[src/rtl/periph_bus_slave.sv]
// periph_bus_slave: memory-mapped responder for the MIPS core at 0x4000_0000.
// Hosts LED/switch/7-seg registers, a full-duplex 8N1 UART and an optional
// 32-bit reload timer that is built only when PERIPH_TIMER_EN is defined.
module periph_bus_slave #(
  parameter int BAUD_DIV = 5208
) (
  input  logic        clk,
  input  logic        rst,
  input  logic        rd,
  input  logic        wr,
  input  logic [31:0] addr,
  input  logic [31:0] wdata,
  output logic [31:0] rdata,
  input  logic [7:0]  switch,
  output logic [7:0]  led,
  output logic [11:0] digi,
  output logic        irqout,
  input  logic        rx,
  output logic        tx
);
  localparam int CW = (BAUD_DIV > 4) ? $clog2(BAUD_DIV) : 2;
  localparam logic [CW-1:0] FULL_LAST = CW'(BAUD_DIV - 1);
  localparam logic [CW-1:0] HALF_LAST = CW'(BAUD_DIV / 2 - 1);

  localparam logic [3:0] OFF_TH   = 4'd0;
  localparam logic [3:0] OFF_TL   = 4'd1;
  localparam logic [3:0] OFF_TCON = 4'd2;
  localparam logic [3:0] OFF_LED  = 4'd3;
  localparam logic [3:0] OFF_SW   = 4'd4;
  localparam logic [3:0] OFF_DIGI = 4'd5;
  localparam logic [3:0] OFF_TXD  = 4'd6;
  localparam logic [3:0] OFF_RXD  = 4'd7;
  localparam logic [3:0] OFF_UCON = 4'd8;

  typedef enum logic [1:0] {U_IDLE = 2'd0, U_START = 2'd1, U_DATA = 2'd2, U_STOP = 2'd3} uart_state_e;

  logic        in_win_s;
  logic [3:0]  off_s;
  logic        rx_ld_s;
  logic        tx_busy_s;
  logic        rx_fall_s;
  logic        unused_bits_s;
  logic [31:0] th_rd_s, tl_rd_s;
  logic [2:0]  tcon_rd_s;

  logic [7:0]    led_q, led_d;
  logic [11:0]   digi_q, digi_d;
  uart_state_e   tx_st_q, tx_st_d;
  logic [CW-1:0] tx_cnt_q, tx_cnt_d;
  logic [2:0]    tx_bit_q, tx_bit_d;
  logic [7:0]    tx_sh_q, tx_sh_d;
  logic          tx_q, tx_d;
  logic          rx_s1_q, rx_s2_q, rx_prev_q;
  uart_state_e   rx_st_q, rx_st_d;
  logic [CW-1:0] rx_cnt_q, rx_cnt_d;
  logic [2:0]    rx_bit_q, rx_bit_d;
  logic [7:0]    rx_sh_q, rx_sh_d;
  logic [7:0]    rxd_q, rxd_d;
  logic          rx_valid_q, rx_valid_d;
  logic          rx_ovr_q, rx_ovr_d;

  // Window decode: 64-byte block at 0x4000_0000, word-granular offsets.
  assign in_win_s      = (addr[31:6] == 26'h100_0000);
  assign off_s         = addr[5:2];
  assign rx_ld_s       = rd && in_win_s && (off_s == OFF_RXD);
  assign tx_busy_s     = (tx_st_q != U_IDLE);
  assign rx_fall_s     = rx_prev_q && !rx_s2_q;
  assign unused_bits_s = ^{wdata[31:12], addr[1:0]};

  assign led  = led_q;
  assign digi = digi_q;
  assign tx   = tx_q;

`ifdef PERIPH_TIMER_EN
  logic [31:0] th_q, th_d, tl_q, tl_d;
  logic [2:0]  tcon_q, tcon_d;
  logic        wrap_s;

  assign wrap_s = tcon_q[0] && (tl_q == 32'hFFFF_FFFF);

  // Timer next state: software writes override counting, reload and status set.
  always_comb begin
    th_d   = th_q;
    tl_d   = tl_q;
    tcon_d = tcon_q;
    if (wr && in_win_s && (off_s == OFF_TH)) th_d = wdata;
    else                                     th_d = th_q;
    if (wr && in_win_s && (off_s == OFF_TL)) tl_d = wdata;
    else if (wrap_s)                         tl_d = th_q;
    else if (tcon_q[0])                      tl_d = tl_q + 32'd1;
    else                                     tl_d = tl_q;
    if (wr && in_win_s && (off_s == OFF_TCON)) tcon_d = wdata[2:0];
    else if (wrap_s && tcon_q[1])              tcon_d = tcon_q | 3'b100;
    else                                       tcon_d = tcon_q;
  end

  // Timer register bank.
  always_ff @(posedge clk or posedge rst) begin
    if (rst) begin
      th_q   <= 32'd0;
      tl_q   <= 32'd0;
      tcon_q <= 3'd0;
    end else begin
      th_q   <= th_d;
      tl_q   <= tl_d;
      tcon_q <= tcon_d;
    end
  end

  assign th_rd_s   = th_q;
  assign tl_rd_s   = tl_q;
  assign tcon_rd_s = tcon_q;
  assign irqout    = tcon_q[2];
`else
  assign th_rd_s   = 32'd0;
  assign tl_rd_s   = 32'd0;
  assign tcon_rd_s = 3'd0;
  assign irqout    = 1'b0;
`endif

  // Load data mux; zero when no load is in progress or address is unmapped.
  always_comb begin
    rdata = 32'd0;
    if (rd && in_win_s) begin
      case (off_s)
        OFF_TH:   rdata = th_rd_s;
        OFF_TL:   rdata = tl_rd_s;
        OFF_TCON: rdata = {29'd0, tcon_rd_s};
        OFF_LED:  rdata = {24'd0, led_q};
        OFF_SW:   rdata = {24'd0, switch};
        OFF_DIGI: rdata = {20'd0, digi_q};
        OFF_RXD:  rdata = {24'd0, rxd_q};
        OFF_UCON: rdata = {27'd0, rx_ovr_q, rx_valid_q, tx_busy_s, 2'b00};
        default:  rdata = 32'd0;
      endcase
    end else begin
      rdata = 32'd0;
    end
  end

  // GPIO registers and UART transmitter next state.
  always_comb begin
    led_d    = led_q;
    digi_d   = digi_q;
    tx_st_d  = tx_st_q;
    tx_cnt_d = tx_cnt_q;
    tx_bit_d = tx_bit_q;
    tx_sh_d  = tx_sh_q;
    tx_d     = tx_q;
    if (wr && in_win_s && (off_s == OFF_LED))  led_d = wdata[7:0];
    else                                       led_d = led_q;
    if (wr && in_win_s && (off_s == OFF_DIGI)) digi_d = wdata[11:0];
    else                                       digi_d = digi_q;
    case (tx_st_q)
      U_IDLE: begin
        if (wr && in_win_s && (off_s == OFF_TXD)) begin
          tx_st_d  = U_START;
          tx_cnt_d = '0;
          tx_bit_d = 3'd0;
          tx_sh_d  = wdata[7:0];
          tx_d     = 1'b0;
        end else begin
          tx_d = 1'b1;
        end
      end
      U_START: begin
        if (tx_cnt_q == FULL_LAST) begin
          tx_cnt_d = '0;
          tx_st_d  = U_DATA;
          tx_d     = tx_sh_q[0];
        end else begin
          tx_cnt_d = tx_cnt_q + CW'(1);
        end
      end
      U_DATA: begin
        if (tx_cnt_q == FULL_LAST) begin
          tx_cnt_d = '0;
          if (tx_bit_q == 3'd7) begin
            tx_st_d = U_STOP;
            tx_d    = 1'b1;
          end else begin
            tx_bit_d = tx_bit_q + 3'd1;
            tx_sh_d  = {1'b0, tx_sh_q[7:1]};
            tx_d     = tx_sh_q[1];
          end
        end else begin
          tx_cnt_d = tx_cnt_q + CW'(1);
        end
      end
      U_STOP: begin
        if (tx_cnt_q == FULL_LAST) begin
          tx_cnt_d = '0;
          tx_st_d  = U_IDLE;
          tx_d     = 1'b1;
        end else begin
          tx_cnt_d = tx_cnt_q + CW'(1);
        end
      end
      default: begin
        tx_st_d = U_IDLE;
        tx_d    = 1'b1;
      end
    endcase
  end

  // UART receiver: mid-bit sampling after a half-bit start qualification.
  always_comb begin
    rx_st_d    = rx_st_q;
    rx_cnt_d   = rx_cnt_q;
    rx_bit_d   = rx_bit_q;
    rx_sh_d    = rx_sh_q;
    rxd_d      = rxd_q;
    rx_valid_d = rx_valid_q;
    rx_ovr_d   = rx_ovr_q;
    if (rx_ld_s) begin
      rx_valid_d = 1'b0;
      rx_ovr_d   = 1'b0;
    end else begin
      rx_valid_d = rx_valid_q;
      rx_ovr_d   = rx_ovr_q;
    end
    case (rx_st_q)
      U_IDLE: begin
        if (rx_fall_s) begin
          rx_st_d  = U_START;
          rx_cnt_d = '0;
        end else begin
          rx_cnt_d = '0;
        end
      end
      U_START: begin
        if (rx_cnt_q == HALF_LAST) begin
          rx_cnt_d = '0;
          rx_bit_d = 3'd0;
          if (rx_s2_q) rx_st_d = U_IDLE;
          else         rx_st_d = U_DATA;
        end else begin
          rx_cnt_d = rx_cnt_q + CW'(1);
        end
      end
      U_DATA: begin
        if (rx_cnt_q == FULL_LAST) begin
          rx_cnt_d = '0;
          rx_sh_d  = {rx_s2_q, rx_sh_q[7:1]};
          if (rx_bit_q == 3'd7) rx_st_d = U_STOP;
          else                  rx_bit_d = rx_bit_q + 3'd1;
        end else begin
          rx_cnt_d = rx_cnt_q + CW'(1);
        end
      end
      U_STOP: begin
        if (rx_cnt_q == FULL_LAST) begin
          rx_cnt_d = '0;
          rx_st_d  = U_IDLE;
          if (rx_s2_q) begin
            rxd_d      = rx_sh_q;
            rx_valid_d = 1'b1;
            if (rx_valid_q && !rx_ld_s) rx_ovr_d = 1'b1;
            else                        rx_ovr_d = rx_ovr_d;
          end else begin
            rxd_d = rxd_q;
          end
        end else begin
          rx_cnt_d = rx_cnt_q + CW'(1);
        end
      end
      default: begin
        rx_st_d  = U_IDLE;
        rx_cnt_d = '0;
      end
    endcase
  end

  // GPIO and UART register bank; reset idles both FSMs and forces tx high.
  always_ff @(posedge clk or posedge rst) begin
    if (rst) begin
      led_q      <= 8'd0;
      digi_q     <= 12'd0;
      tx_st_q    <= U_IDLE;
      tx_cnt_q   <= '0;
      tx_bit_q   <= 3'd0;
      tx_sh_q    <= 8'd0;
      tx_q       <= 1'b1;
      rx_s1_q    <= 1'b0;
      rx_s2_q    <= 1'b0;
      rx_prev_q  <= 1'b0;
      rx_st_q    <= U_IDLE;
      rx_cnt_q   <= '0;
      rx_bit_q   <= 3'd0;
      rx_sh_q    <= 8'd0;
      rxd_q      <= 8'd0;
      rx_valid_q <= 1'b0;
      rx_ovr_q   <= 1'b0;
    end else begin
      led_q      <= led_d;
      digi_q     <= digi_d;
      tx_st_q    <= tx_st_d;
      tx_cnt_q   <= tx_cnt_d;
      tx_bit_q   <= tx_bit_d;
      tx_sh_q    <= tx_sh_d;
      tx_q       <= tx_d;
      rx_s1_q    <= rx;
      rx_s2_q    <= rx_s1_q;
      rx_prev_q  <= rx_s2_q;
      rx_st_q    <= rx_st_d;
      rx_cnt_q   <= rx_cnt_d;
      rx_bit_q   <= rx_bit_d;
      rx_sh_q    <= rx_sh_d;
      rxd_q      <= rxd_d;
      rx_valid_q <= rx_valid_d;
      rx_ovr_q   <= rx_ovr_d;
    end
  end
endmodule

[config.mk]
export PLATFORM = sky130hd
export DESIGN_NAME = periph_bus_slave
export DESIGN_NICKNAME = d
export VERILOG_FILES = /design/src/rtl/periph_bus_slave.sv
export SDC_FILE = /design/constraint.sdc
export NUM_CORES = 1
export LEC_CHECK = 0
export ABC_AREA = 1
export CAP_MARGIN = 15
export CORE_MARGIN = 3
export CORE_UTILIZATION = 53
export CTS_CLUSTER_DIAMETER = 40
export CTS_CLUSTER_SIZE = 28
export DETAILED_ROUTE_END_ITERATION = 16
export PLACE_DENSITY_LB_ADDON = 0.15
export REMOVE_ABC_BUFFERS = 1
export SLEW_MARGIN = 5
export SYNTH_ARGS = -nofsm -noshare
export SYNTH_HDL_FRONTEND = slang
export SYNTH_SLANG_ARGS = --single-unit
[constraint.sdc]
create_clock -name clk -period 8.3 [get_ports clk]
set_input_delay 2.49 -clock clk [delete_from_list [all_inputs] [get_ports clk]]
set_output_delay 2.49 -clock clk [all_outputs]
set_load 0.1 [all_outputs]
; ---- After elaboration in Yosys (flattened, before gate mapping)
; Index checks and enable logic that the tools add are counted.
[op_classes]
addsub = 4
eq_ne = 30
muxes = 48
reduce_logical = 24
[op_table]
columns = cell, count
row1 = case mux 12 bit (5 select lines), 1
row2 = two-way mux 13 bit, 4
row3 = case mux 13 bit (3 select lines), 1
row4 = two-way mux 32 bit, 1
row5 = adder 13 x 1 -> 13 bit (second input constant), 2
row6 = == test 13 bit (second input constant), 2
row7 = == test 26 x 25 -> 1 bit (second input constant), 1
row8 = case mux 13 bit (2 select lines), 1
row9 = two-way mux 8 bit, 3
row10 = != test 2 bit (second input constant), 12
row11 = two-way mux 2 bit, 11
row12 = two-way mux 3 bit, 6
row13 = == test 4 x 3 -> 1 bit (second input constant), 4
row14 = case mux 2 bit (4 select lines), 2
row15 = case mux 8 bit (2 select lines), 1
row16 = two-way mux 1 bit, 14
row17 = == test 13 x 12 -> 1 bit (second input constant), 1
row18 = case mux 3 bit (2 select lines), 2
row19 = AND reduction 5 bit, 2
row20 = == test 2 bit (second input constant), 4
row21 = logical AND 1 bit, 8
row22 = AND reduction 4 bit, 2
row23 = adder 3 x 1 -> 3 bit (second input constant), 2
row24 = == test 3 bit (second input constant), 2
row25 = 11 further kinds, 17
[word_totals]
register_bits = 86
input_bits = 77
output_inout_bits = 54
word_cells = 123

; ---- Depth between registers and ports, before layout
[depth]
ltp_word = 9
mapped_depth = 12
mapped_depth_nobuf = 11

; ---- Worst setup path after synthesis
; No wires, ideal clock.
[synth_path]
path_kind = input port to output port
start = input addr[4]
end = output rdata[10]
t_arrival_ns = 5.164
required_time_ns = 5.810
setup_slack_ns = 0.646
cell_stages = 5
n_path_buf = 1
cell_sequence = inv_1 > nor2_1 > nand3_1 > clkbuf_1 > nor3_1
[synth_between]
elab_chain_cells = 3
word_cells_on_any_way = 7
[synth_lines]
columns = item, line
row1 = from (decl), 11  ; input logic [31:0] addr,
row2 = == test 4 bit (tied with other cells), 125  ; case (off_s)
row3 = case mux 12 bit (5 select lines) (*), 125
row4 = two-way mux 32 bit (*), 124  ; if (rd && in_win_s) begin
row5 = to (decl), 13  ; output logic [31:0] rdata,
; Mark *: on every way between the ends. The rest lies on a longest branch, timed or not.

; ---- Worst setup path after layout
[layout_path]
start = input addr[5]
end = output rdata[4]
; Same word-level chain as after synthesis.

==> metrics list <==
- Gpl congestion: 0.941
- The cell sitting at the root of the clock tree is a sky130_fd_sc_hd__clkbuf_8.
- Type of the worst setup path: input pin to output port
- Area of the mapped netlist: 4990 um2
- The tightest min-delay check is of the flip-flop to flip-flop type.
- Final count of negative-setup-slack endpoints: 0
- In the final layout, the multi-input gates occupy 2320 um2.
* Cells after synthesis: 661
- Warnings from Yosys: 0
- Sequential elements use 43.2% of the synthesized area.
* Hold depth: 0
- Of all nets on the critical path, the largest fanout is 8.
* Antenna cell count: 0
- Summed over all layers, the global routing overflow is 0.
* Depth of the most critical reg-to-reg path: 10
- Leak: 2.71 nW
- The tool flagged a number of max-cap violations equal to 0.
* CTS buffer count: 9
- Via-to-Cell Ratio: 5.37
* Endpoint class of the critical path: output port
* Synth Flop Type: sky130_fd_sc_hd__dfrtp_1
- Final Max Tran Viols: 0
* Worst supply voltage drop on vdd: 0.161 mV
- Post-CTS repair changed the size of 0 cells.
- CTS saw 86 sinks.
- Of the available clock period, the critical path in the final layout requires 85.1%.
- CORE AREA: 8930 um2
* Fraction of final layout cells with drive strength greater than 1: 6.13%
* CTS HTree Levels: 3
- The finished layout holds 859 standard cells, fillers aside.
- Hold Path End: rx_s2_q
* RSZ-0062 raised after global routing: no
- Nets: 834
- Worst relative slew slack: 28.3%
* Num rows: 34
- During placement, the flow inserted port buffers numbering 87.
- The library cells used most frequently in the layout, excluding fill and tap cells, are 136 x sky130_fd_sc_hd__nand2_1, 88 x sky130_fd_sc_hd__nor2_1, 85 x sky130_fd_sc_hd__dfrtp_1.
- Number of setup buffers added after CTS: 0
* Seq cells post-synth: 86
- Cell Count Post-Placement: 843
- Post-Syn Area per Cell: 7.55 um2
- Post-synthesis async set-or-reset flop share: 100%
* Reg2Reg Capture Point: tx_bit_q[2]
* Number of buffers inserted for hold repair after clock tree synthesis: 0
* Setup TNS: 0 ps
* Result of the run: finished, final reports clean
- The worst path in the final design needs a cycle of 7060 ps, including I/O delays and setup.
- The initial antenna violation count came to 0.
- Count of filler cells inserted in the layout: 755
* Area of the die: 10,600 um2
- Core Util, Final: 66.8%
- Entering global routing, the biggest net connects 87 pins.
- Data arrives at the worst endpoint at 4570 ps.
* GRT Total Usage: 23.2%
- In this run the remaining antenna-violating nets after routing total 0.
- PwrDens: 157 nW/um2
* Via count: 4,610
- Data on the critical path is required at its endpoint by 5810 ps.
- Detailed Route Iter0 Violations: 299
- The die is 103 um wide.
- Counting flops with a built-in enable in the synthesized netlist gives 0.
- Max clock buf depth: 2
- Static timing analysis puts the maximum clock frequency at 142 MHz.
- The later pin in the worst-skew pair is clocked with a latency of 360 ps.
* Average detailed-routed wire length per instance: 14.5 um
* Storage cell area: 2150 um2
* Most common cell after layout, fill and taps aside: sky130_fd_sc_hd__nand2_1
* Half-perimeter wire length after placement: 9.42 mm
- Height of the die: 103 um
* Count of different cell masters after synthesis: 40
- Initial core utilization: 55.9%
- Setup slack of the worst register-to-register path: 5850 ps
- Kind of start point of the critical path: input pin
- For the final database, setup skew stands at 15.4 ps.
- The via count of the first global-routing pass came to 4,131.
- Post-synthesis to final-layout area growth: 19.7%
- The worst hold path begins at rx_s1_q.
- First-pass detailed-route iteration total: 5
- TritonCTS built the clock tree.
- Clock transition at the registers of the reported paths: 80 ps
* Number of I/O pins: 131
- First-pass GRT wire length: 19.5 mm
- Count of endpoints failing hold in the final timing report: 0
- The worst register-to-register path begins at tx_st_q[0].
* DRT Wirelength: 12.4 mm
* Post-detailed-route DRC marker count: 0
- For the pin with the worst max-slew slack, the measured transition is 1080 ps.
[critical path: stages]
cell	delay [ps]
sky130_fd_sc_hd__clkdlybuf4s50_1	480
sky130_fd_sc_hd__nor2_1	370
sky130_fd_sc_hd__nand2_1	250
sky130_fd_sc_hd__nand3_1	140
sky130_fd_sc_hd__nand3_1	280
sky130_fd_sc_hd__nor2_1	240
sky130_fd_sc_hd__buf_4	320
[flip-flops by register name, summed over array words and instances, names as in the netlist, named ones only]
name and count:
rx_s1_q 1, rx_sh_q 8, tx_bit_q 3, tx_sh_q 8
led 8, rx_st_q 1, rx_s2_q 1, rx_cnt_q 13
rx_valid_q 1, rxd_q 8, tx 1, digi 12
rx_prev_q 1, rx_ovr_q 1, tx_cnt_q 13, rx_bit_q 3
tx_st_q 2
[metrics by stage]
stage               hold slack, ps  area (um2)  power [W]  worst slack [ps]
detailed placement             340        5780   0.000654              1270
global placement               333        5780   0.000646              1280
global route                   372        5970   0.000988              1160
CTS                            361        5970   0.000946              1270
floorplan                      331        4770   0.000598               283
finish                         359        5970   0.000938              1240
[metal layers]
layer / track usage, % / part of all wire, %
met5: 0 / 0
met3: 4.06 / 4.3
met4: 6.77 / 1.4
met2: 38.9 / 51
met1: 30.9 / 43
[where the power goes]
group / leakage, nW / internal [W] / switching (W) / total, W
Sequential: 1.18 / 0.000446 / 0.0000208 / 0.000467
Combinational: 1.43 / 0.0000567 / 0.000123 / 0.000179
Clock: 0.100 / 0.000139 / 0.000152 / 0.000291
Total: 2.71 / 0.000642 / 0.000296 / 0.000938
[Yosys cell counts, types with 2 or more instances]
library cell / n / area, um2
sky130_fd_sc_hd__or2_2: 2 / 12.5
sky130_fd_sc_hd__clkbuf_1: 2 / 7.51
sky130_fd_sc_hd__inv_1: 79 / 297
sky130_fd_sc_hd__and3_1: 3 / 18.8
sky130_fd_sc_hd__buf_8: 2 / 30.0
sky130_fd_sc_hd__nor2_1: 88 / 330
sky130_fd_sc_hd__nand3_1: 58 / 290
sky130_fd_sc_hd__buf_6: 3 / 33.8
sky130_fd_sc_hd__o21ai_1: 2 / 10.0
sky130_fd_sc_hd__a21oi_1: 27 / 135
sky130_fd_sc_hd__o221ai_1: 3 / 26.3
sky130_fd_sc_hd__dfrtp_1: 85 / 2130
sky130_fd_sc_hd__nor4_1: 5 / 31.3
sky130_fd_sc_hd__o21ai_0: 47 / 235
sky130_fd_sc_hd__a31oi_1: 3 / 18.8
sky130_fd_sc_hd__nand2_4: 2 / 22.5
sky130_fd_sc_hd__nor2_2: 3 / 18.8
sky130_fd_sc_hd__nor2_4: 2 / 22.5
sky130_fd_sc_hd__nand2_1: 136 / 510
sky130_fd_sc_hd__clkinv_1: 2 / 7.51
sky130_fd_sc_hd__nor3_1: 28 / 140
sky130_fd_sc_hd__o211ai_1: 6 / 45.0
sky130_fd_sc_hd__nand4_1: 14 / 87.6
sky130_fd_sc_hd__buf_2: 7 / 35.0
sky130_fd_sc_hd__xor2_1: 5 / 43.8
sky130_fd_sc_hd__buf_4: 22 / 165
sky130_fd_sc_hd__nor3b_1: 2 / 15.0
sky130_fd_sc_hd__ha_1: 11 / 138
[worst max-delay path by stage]
stage / startpoint / to / cells past startpoint
6_report: addr[5] / rdata[4] / 7
5_1_grt: addr[2] / rdata[4] / 7
3_5_place_dp: addr[5] / rdata[4] / 7
2_1_floorplan: addr[4] / rdata[10] / 4
3_3_place_gp: addr[5] / rdata[4] / 7
4_1_cts: addr[5] / rdata[4] / 7
[cell families after synthesis]
family	after synthesis	share of synthesized area [%]
fa+ha+maj	11	2.76
compound gates	89	9.58
xor+xnor	6	1.05
simple gates	350	31.4
other cells	1	0.0752
buf+inv	118	11.9
flops	86	43.2
[area by class of cell]
cell class,instances,area share [%]
Inverter,81,5.11
Tap cell,108,2.26
Sequential cell,86,36.1
Clock inverter,6,1.05
Timing Repair Buffer,91,14.6
Multi-Input combinational cell,477,38.8
Clock buffer,10,2.14
(Power assumes the default switching activity.)
